**src/rtl/pkg_param_streamer.sv**
```systemverilog
// Streams a fixed table of package constants as header + LSW-first data words
// over a 32-bit valid/ready interface, one entry or the whole table per request.
module pkg_param_streamer #(
    parameter logic [7:0] MAGIC     = 8'hA5,
    parameter logic [2:0] ALL_INDEX = 3'd7
) (
    input  logic        clk,
    input  logic        rst,
    input  logic        req_valid,
    output logic        req_ready,
    input  logic [2:0]  req_index,
    output logic        out_valid,
    input  logic        out_ready,
    output logic [31:0] out_data,
    output logic        out_last,
    output logic        busy
);

    localparam int           five_int          = 5;
    localparam logic [7:0]   eight_logic       = 8'd8;
    localparam logic [63:0]  long_param        = 64'h0000_005A_8990_1AF1;
    localparam logic [127:0] really_long_param = {64'd0, long_param};
    localparam int           eleven_int        = 11;
    localparam int           unit_four_int     = 4;

    localparam logic [1:0] IDLE = 2'd0;
    localparam logic [1:0] HDR  = 2'd1;
    localparam logic [1:0] DATA = 2'd2;

    logic [1:0] state;
    logic [2:0] entry;
    logic [1:0] cnt;
    logic       all_mode;
    logic       up;

    logic [2:0] n_words;
    logic       err;
    logic       last_w;
    logic       more;
    logic       hs;

    function automatic logic [2:0] words_of(input logic [2:0] e);
        case (e)
            3'd0, 3'd1, 3'd4, 3'd5: words_of = 3'd1;
            3'd2:                   words_of = 3'd2;
            3'd3:                   words_of = 3'd4;
            default:                words_of = 3'd0;
        endcase
    endfunction

    function automatic logic [31:0] word_of(input logic [2:0] e,
                                            input logic [1:0] c);
        case (e)
            3'd0:    word_of = five_int;
            3'd1:    word_of = {24'd0, eight_logic};
            3'd2:    word_of = c[0] ? long_param[63:32] : long_param[31:0];
            3'd3:    word_of = really_long_param[{c, 5'd0} +: 32];
            3'd4:    word_of = eleven_int;
            3'd5:    word_of = unit_four_int;
            default: word_of = 32'd0;
        endcase
    endfunction

    assign n_words = words_of(entry);
    assign err     = (n_words == 3'd0);
    assign last_w  = ({1'b0, cnt} == n_words - 3'd1);
    assign more    = all_mode && (entry != 3'd5);

    assign out_valid = (state == HDR) || (state == DATA);
    assign hs        = out_valid && out_ready;
    assign req_ready = up && (state == IDLE);
    assign busy      = (state != IDLE) || (req_valid && req_ready);

    always_comb begin
        out_data = 32'd0;
        out_last = 1'b0;
        if (state == HDR) begin
            out_data = {MAGIC, 5'd0, entry, 5'd0, n_words, 7'd0, err};
            out_last = err;
        end else if (state == DATA) begin
            out_data = word_of(entry, cnt);
            out_last = last_w && !more;
        end
    end

    always_ff @(posedge clk) begin
        if (rst) begin
            state    <= IDLE;
            entry    <= 3'd0;
            cnt      <= 2'd0;
            all_mode <= 1'b0;
            up       <= 1'b0;
        end else begin
            up <= 1'b1;
            case (state)
                IDLE: begin
                    if (req_valid && req_ready) begin
                        all_mode <= (req_index == ALL_INDEX);
                        entry    <= (req_index == ALL_INDEX) ? 3'd0 : req_index;
                        cnt      <= 2'd0;
                        state    <= HDR;
                    end
                end
                HDR: begin
                    if (hs) begin
                        cnt   <= 2'd0;
                        state <= err ? IDLE : DATA;
                    end
                end
                DATA: begin
                    if (hs) begin
                        if (last_w) begin
                            cnt <= 2'd0;
                            // ALL mode rolls straight into the next header
                            if (more) begin
                                entry <= entry + 3'd1;
                                state <= HDR;
                            end else begin
                                state <= IDLE;
                            end
                        end else begin
                            cnt <= cnt + 2'd1;
                        end
                    end
                end
                default: state <= IDLE;
            endcase
        end
    end

endmodule

```
**config.mk**
```make
export PLATFORM = sky130hd
export DESIGN_NAME = pkg_param_streamer
export DESIGN_NICKNAME = d
export VERILOG_FILES = /design/src/rtl/pkg_param_streamer.sv
export SDC_FILE = /design/constraint.sdc
export NUM_CORES = 1
export LEC_CHECK = 0
export ABC_AREA = 1
export BUFFER_PORTS_ARGS = -buffer_cell sky130_fd_sc_hd__buf_2
export CAP_MARGIN = 20
export CORE_MARGIN = 3
export CORE_UTILIZATION = 43
export DETAILED_ROUTE_END_ITERATION = 12
export GPL_TIMING_DRIVEN = 0
export PLACE_DENSITY_LB_ADDON = 0.15
export REMOVE_ABC_BUFFERS = 1
export SLEW_MARGIN = 20
export SYNTH_ARGS = -nofsm -noshare
export SYNTH_HDL_FRONTEND = slang
export SYNTH_SLANG_ARGS = --single-unit
```
**constraint.sdc**
```tcl
create_clock -name clk -period 2.23 [get_ports clk]
set_input_delay 0.446 -clock clk [delete_from_list [all_inputs] [get_ports clk]]
set_output_delay 0.446 -clock clk [all_outputs]
set_load 0.02 [all_outputs]
```
; Word level (Yosys, flattened, before mapping)
; Cells that the tools add are included.
[op_classes]
addsub = 3
eq_ne = 15
shifts = 1
n_mux = 26
reduce_logical = 19
[op_table]
columns = cell, n
row1 = $pmux W32 S6, 1
row2 = $shiftx A128 B8 Y32 const A, 1
row3 = $mux W32, 3
row4 = $mux W2, 9
row5 = $mux W3, 5
row6 = $pmux W2 S3, 2
row7 = $eq A3 B3 Y1 const B, 3
row8 = $pmux W3 S3, 1
row9 = $ne A2 B2 Y1 const B, 4
row10 = $reduce_and A4 Y1, 2
row11 = $eq A3 B2 Y1 const B, 2
row12 = $logic_not A3 Y1, 2
row13 = $pmux W3 S2, 1
row14 = $logic_and A1 B1 Y1, 5
row15 = $reduce_and A5 Y1, 1
row16 = $mux W1, 4
row17 = $reduce_bool A2 Y1, 2
row18 = $reduce_or A4 Y1, 1
row19 = $add A3 B1 Y3 const B, 1
row20 = $eq A2 B3 Y1, 1
row21 = $eq A3 B1 Y1 const B, 1
row22 = $ne A3 B3 Y1 const B, 1
row23 = $reduce_bool A3 Y1, 1
row24 = $sub A3 B1 Y3 const B, 1
row25 = other kinds (8), 9
[totals]
regBits = 9
in_bits = 7
output_inout_bits = 36

; Logic depth before layout (Yosys ltp)
[logic_depth]
depth_word = 8
depth_mapped = 14

; Least setup slack after synthesis
; No wires, ideal clock.
[synth_timing]
path_type = reg2out
start = register entry[0]
end = output port out_last
t_arrival_ps = 1978
path_slack_ps = -194
path_stages_with_launch = 11
path_buffers = 0
path_cell_list = dfxtp_1 -> ha_1 -> o21ai_1 -> nand2_1 -> inv_1 -> ha_1 -> ha_1 -> nand2_1 -> nor2_1 -> nand3_4 -> o21ai_1
[synth_between]
elab_chain_cells = 8
[synth_lines]
columns = element, line
row1 = start: declaration, 31  ; logic [2:0] entry;
row2 = start signal: assignment, 99  ; entry <= (req_index == ALL_INDEX) ? 3'd0 : req_index;
row3 = start signal: assignment, 116  ; entry <= entry + 3'd1;
row4 = "$eq A3 B3 Y1, or another cell as far along", 43  ; case (e)
row5 = $reduce_or A4 Y1, 43
row6 = $pmux W3 S3, 43
row7 = $sub A3 B1 Y3, 66  ; assign last_w = ({1'b0, cnt} == n_words - 3'd1);
row8 = $eq A2 B3 Y1, 66
row9 = $logic_and A1 B1 Y1, 82  ; out_last = last_w && !more;
row10 = $mux W1, 80  ; end else if (state == DATA) begin
row11 = $mux W1 *, 77  ; if (state == HDR) begin
row12 = end: declaration, 15  ; output logic out_last,
; Every way passes the cells marked *; elsewhere a longest branch is shown, timed or not.

; Worst setup path in the final report
; Same ends and word-level chain as after synthesis.

==> results by group <==
Outcome
  – Status: finished with violations
  – Failing checks: setup timing

Pwr
  – Comb pwr share: 0.796
  – Max VDD drop: 0.734 mV
  – Power per cell area: 1260 nW/um2
  – Leak pwr: 0.732 nW
  – Register share of total power: 0.134
  – Cell-internal power: 927 uW
  – Clk pwr share: 0.071
  – Psw: 935 uW
  – Sw Ratio: 0.502

Detailed routing
  – WL final: 2.51 mm
  – First-pass iteration count of the detailed router: 4
  – WL/cell: 11.5 um
  – Via count: 1074
  – Detail Route Antenna Nets: 0
  – Iter 0 DRT Violations: 16
  – Drt drc: 0
  – Post-DR vias/cell: 4.90

Worst setup path
  – Maximum fanout along the worst path: 5
  – Critical path endpoint category: output pin
  – Worst Setup EP: out_last
  – Worst reg2reg endpoint: entry[1]$_SDFFE_PP0P_
  – Crit path buf inv count: 3
  – Reg2reg setup slack: 0.22 ns
  – Family with the most delay on the worst path: adder cells
  – Critical path depth: 12
  – Slowest stage delay, CP: 0.38 ns
  – Slowest cell on the critical path: dfxtp_4
  – Most used cell, CP: ha_4
  – CP Data Required Time: 1.78 ns
  – CP Launch Type: register
  – Reg2reg path depth: 14
  – CP arrival: 1.96 ns
  – Setup CP Type: register to output pin
  – Crit-path cells: inv_4 > ha_4 > o21ai_4 > nand2_2 > inv_2 > ha_4 > ha_4 > nand2_4 > nor2_4 > nand3_4 > o21ai_4 > buf_6
  – Worst setup path startpoint: entry[0]$_SDFFE_PP0P_
  – R2r startpoint: entry[0]$_SDFFE_PP0P_

Floorplan
  – Die height: 55.0 um
  – Boundary Pins: 43
  – Die ar.: 3030 um2
  – DIE WIDTH: 55.0 um
  – Core ar.: 2250 um2
  – Starting density of the core: 0.458
  – Rows: 17

Synthesis
  – Yosys cell types: 24
  – Yosys warnings: 0
  – Netlist Area Pre-Place: 1030 um2
  – Synthesized area per cell: 6.71 um2
  – Post-synth ARST share: 0
  – Post-synthesis sequential area ratio: 0.174
  – Post-synth EDFFs: 0
  – Post-synth top flop: dfxtp_1
  – Leading post-synthesis cells by instance count: nand2_1 (33), buf_4 (18), inv_1 (16), ha_1 (13), nor2_1 (13)
  – Ranking of synthesized cells by area: dfxtp_1 (17%), ha_1 (16%), buf_4 (13%)
  – Area leader, netlist: dfxtp_1
  – Top-count cell post-synth: nand2_1
  – Post-synth top area share: 0.174
  – Post-synthesis cell count: 154
  – Yosys reg bits: 9

Timing
  – RSZ-0062 raised after global routing: yes
  – Fmax achieved: 416 MHz
  – Setup Viol. Count Final: 1
  – PnR worst setup slack: -0.176 ns
  – Final Skew: 0.00141 ns
  – Fin crit share: 1.08
  – Minimum clock period after layout: 2.41 ns
  – Final Hold Viols: 0
  – Slew Limit Fails: 0

Final layout
  – Area grow syn2layout: 43.3%
  – N_diodes: 0
  – Fin util: 0.657
  – Layout Nets: 212
  – Layout cells sized above 1: 0.461

Clocking
  – Skew-Pair Late Insertion Delay: 0.26 ns
  – TritonCTS clock tree: built
  – CTS root buf: clkbuf_4
  – Clock-pin slew on the worst setup and hold paths: 0.07 ns
  – CTS Hold Buffers Added: 0
  – H-tree levels: 1
  – Clock Sinks: 9
  – Num CTS Buffers: 3
  – Longest Clk Path Bufs: 2

Global routing
  – Maximum number of pins on one net before global-route repair: 14
  – Global-route wire length before repair: 3.87 mm
  – Vias in the first global route: 930
  – GRT Residual Overflow: 0
  – Initial antenna violation count: 0
  – Global-route usage over all layers: 0.174

Worst hold path
  – Hold WC Path Type: input pin to register

Placed design
  – GP Congestion: 0.766
  – DP HPWL: 1.80 mm
  – Port bufs: 33
  – Pre-CTS WS: -0.368 ns

Job
  – Max Cap Viol: 0
## power by group through the flow
stage | sequential, mW | clock, mW | combinational (mW)
floorplan | 0.226 | 0 | 0.740
global placement | 0.235 | 0 | 0.921
detailed placement | 0.235 | 0 | 0.932
CTS | 0.241 | 0.132 | 1.33
global route | 0.254 | 0.145 | 1.63
finish | 0.249 | 0.131 | 1.48
## timing repair
item | 4_1_cts | 5_1_grt
pin swaps | 11 | 5
setup buffers | 10 | 3
endpoints found under the setup margin | 15 | 11
resized for setup | 36 | 24
## per-layer routing
metal / vias up / GRT usage / share of wire
met5: - / 0 / 0
met4: 0 / 0.0729 / 0.0096
met3: 4 / 0.0161 / 0.064
met2: 39 / 0.309 / 0.50
met1: 491 / 0.212 / 0.42
li1: 540 / - / -
## placed cells by master (no fill, tap or decap), drive strengths merged
| master | instances |
|---|---|
| clkbuf | 4 |
| a21oi | 12 |
| ha | 13 |
| o21ai | 9 |
| conb | 9 |
| o211ai | 1 |
| a21boi | 2 |
| nand4 | 1 |
| buf | 46 |
| inv | 18 |
| nor3 | 3 |
| dfxtp | 9 |
| nand2 | 38 |
| nor2 | 13 |
| nand3 | 13 |
## flip-flops by register name, indices dropped and copies added, names as in the netlist
| signal | cells |
|---|---|
| cnt | 2 |
| state | 2 |
| up | 1 |
| all_mode | 1 |
| entry | 3 |
## metrics by stage
stage | hold WS (ns) | total power [mW] | area [um2] | setup TNS, ns | cells
2_1_floorplan | 0.448 | 0.966 | 916 | -6.71 | 141
3_3_place_gp | 0.476 | 1.16 | 1120 | -0.370 | 202
3_5_place_dp | 0.484 | 1.17 | 1120 | -0.475 | 202
4_1_cts | 0.444 | 1.70 | 1350 | -0.194 | 216
5_1_grt | 0.450 | 2.03 | 1480 | -0.754 | 219
6_report | 0.455 | 1.86 | 1480 | -0.176 | 219
## area by class of cell
cell class | instances | area (um2)
repair buffers | 46 | 328
inverters | 18 | 72.6
multi-input cells | 114 | 833
clock buffers | 4 | 26.3
well taps | 28 | 35.0
flip-flops and latches | 9 | 186
fillers | 206 | 773
## cell families (layout without fill, tap and decap cells)
| family | after synthesis | count (layout) | synth area share |
|---|---|---|---|
| buffers and inverters | 39 | 68 | 0.208 |
| flip-flops | 9 | 9 | 0.174 |
| other | 1 | 9 | 0.00363 |
| AO/OA/AOI/OAI | 24 | 24 | 0.127 |
| AND/OR/NAND/NOR | 68 | 68 | 0.329 |
| adder cells (fa/ha/maj) | 13 | 13 | 0.157 |
## worst min-delay path by stage
| stage | start | end | slack (ns) | depth (start not counted) |
|---|---|---|---|---|
| after floorplan | all_mode$_SDFFE_PP0P_ | all_mode$_SDFFE_PP0P_ | 0.45 | 2 |
| after global placement | all_mode$_SDFFE_PP0P_ | all_mode$_SDFFE_PP0P_ | 0.48 | 2 |
| after detailed placement | cnt[1]$_SDFFE_PP0P_ | cnt[1]$_SDFFE_PP0P_ | 0.48 | 2 |
| after CTS | rst | entry[1]$_SDFFE_PP0P_ | 0.44 | 2 |
| after global routing | rst | entry[2]$_SDFFE_PP0P_ | 0.45 | 2 |
| final | rst | entry[0]$_SDFFE_PP0P_ | 0.46 | 2 |
Power figures use the tool's default switching activity.
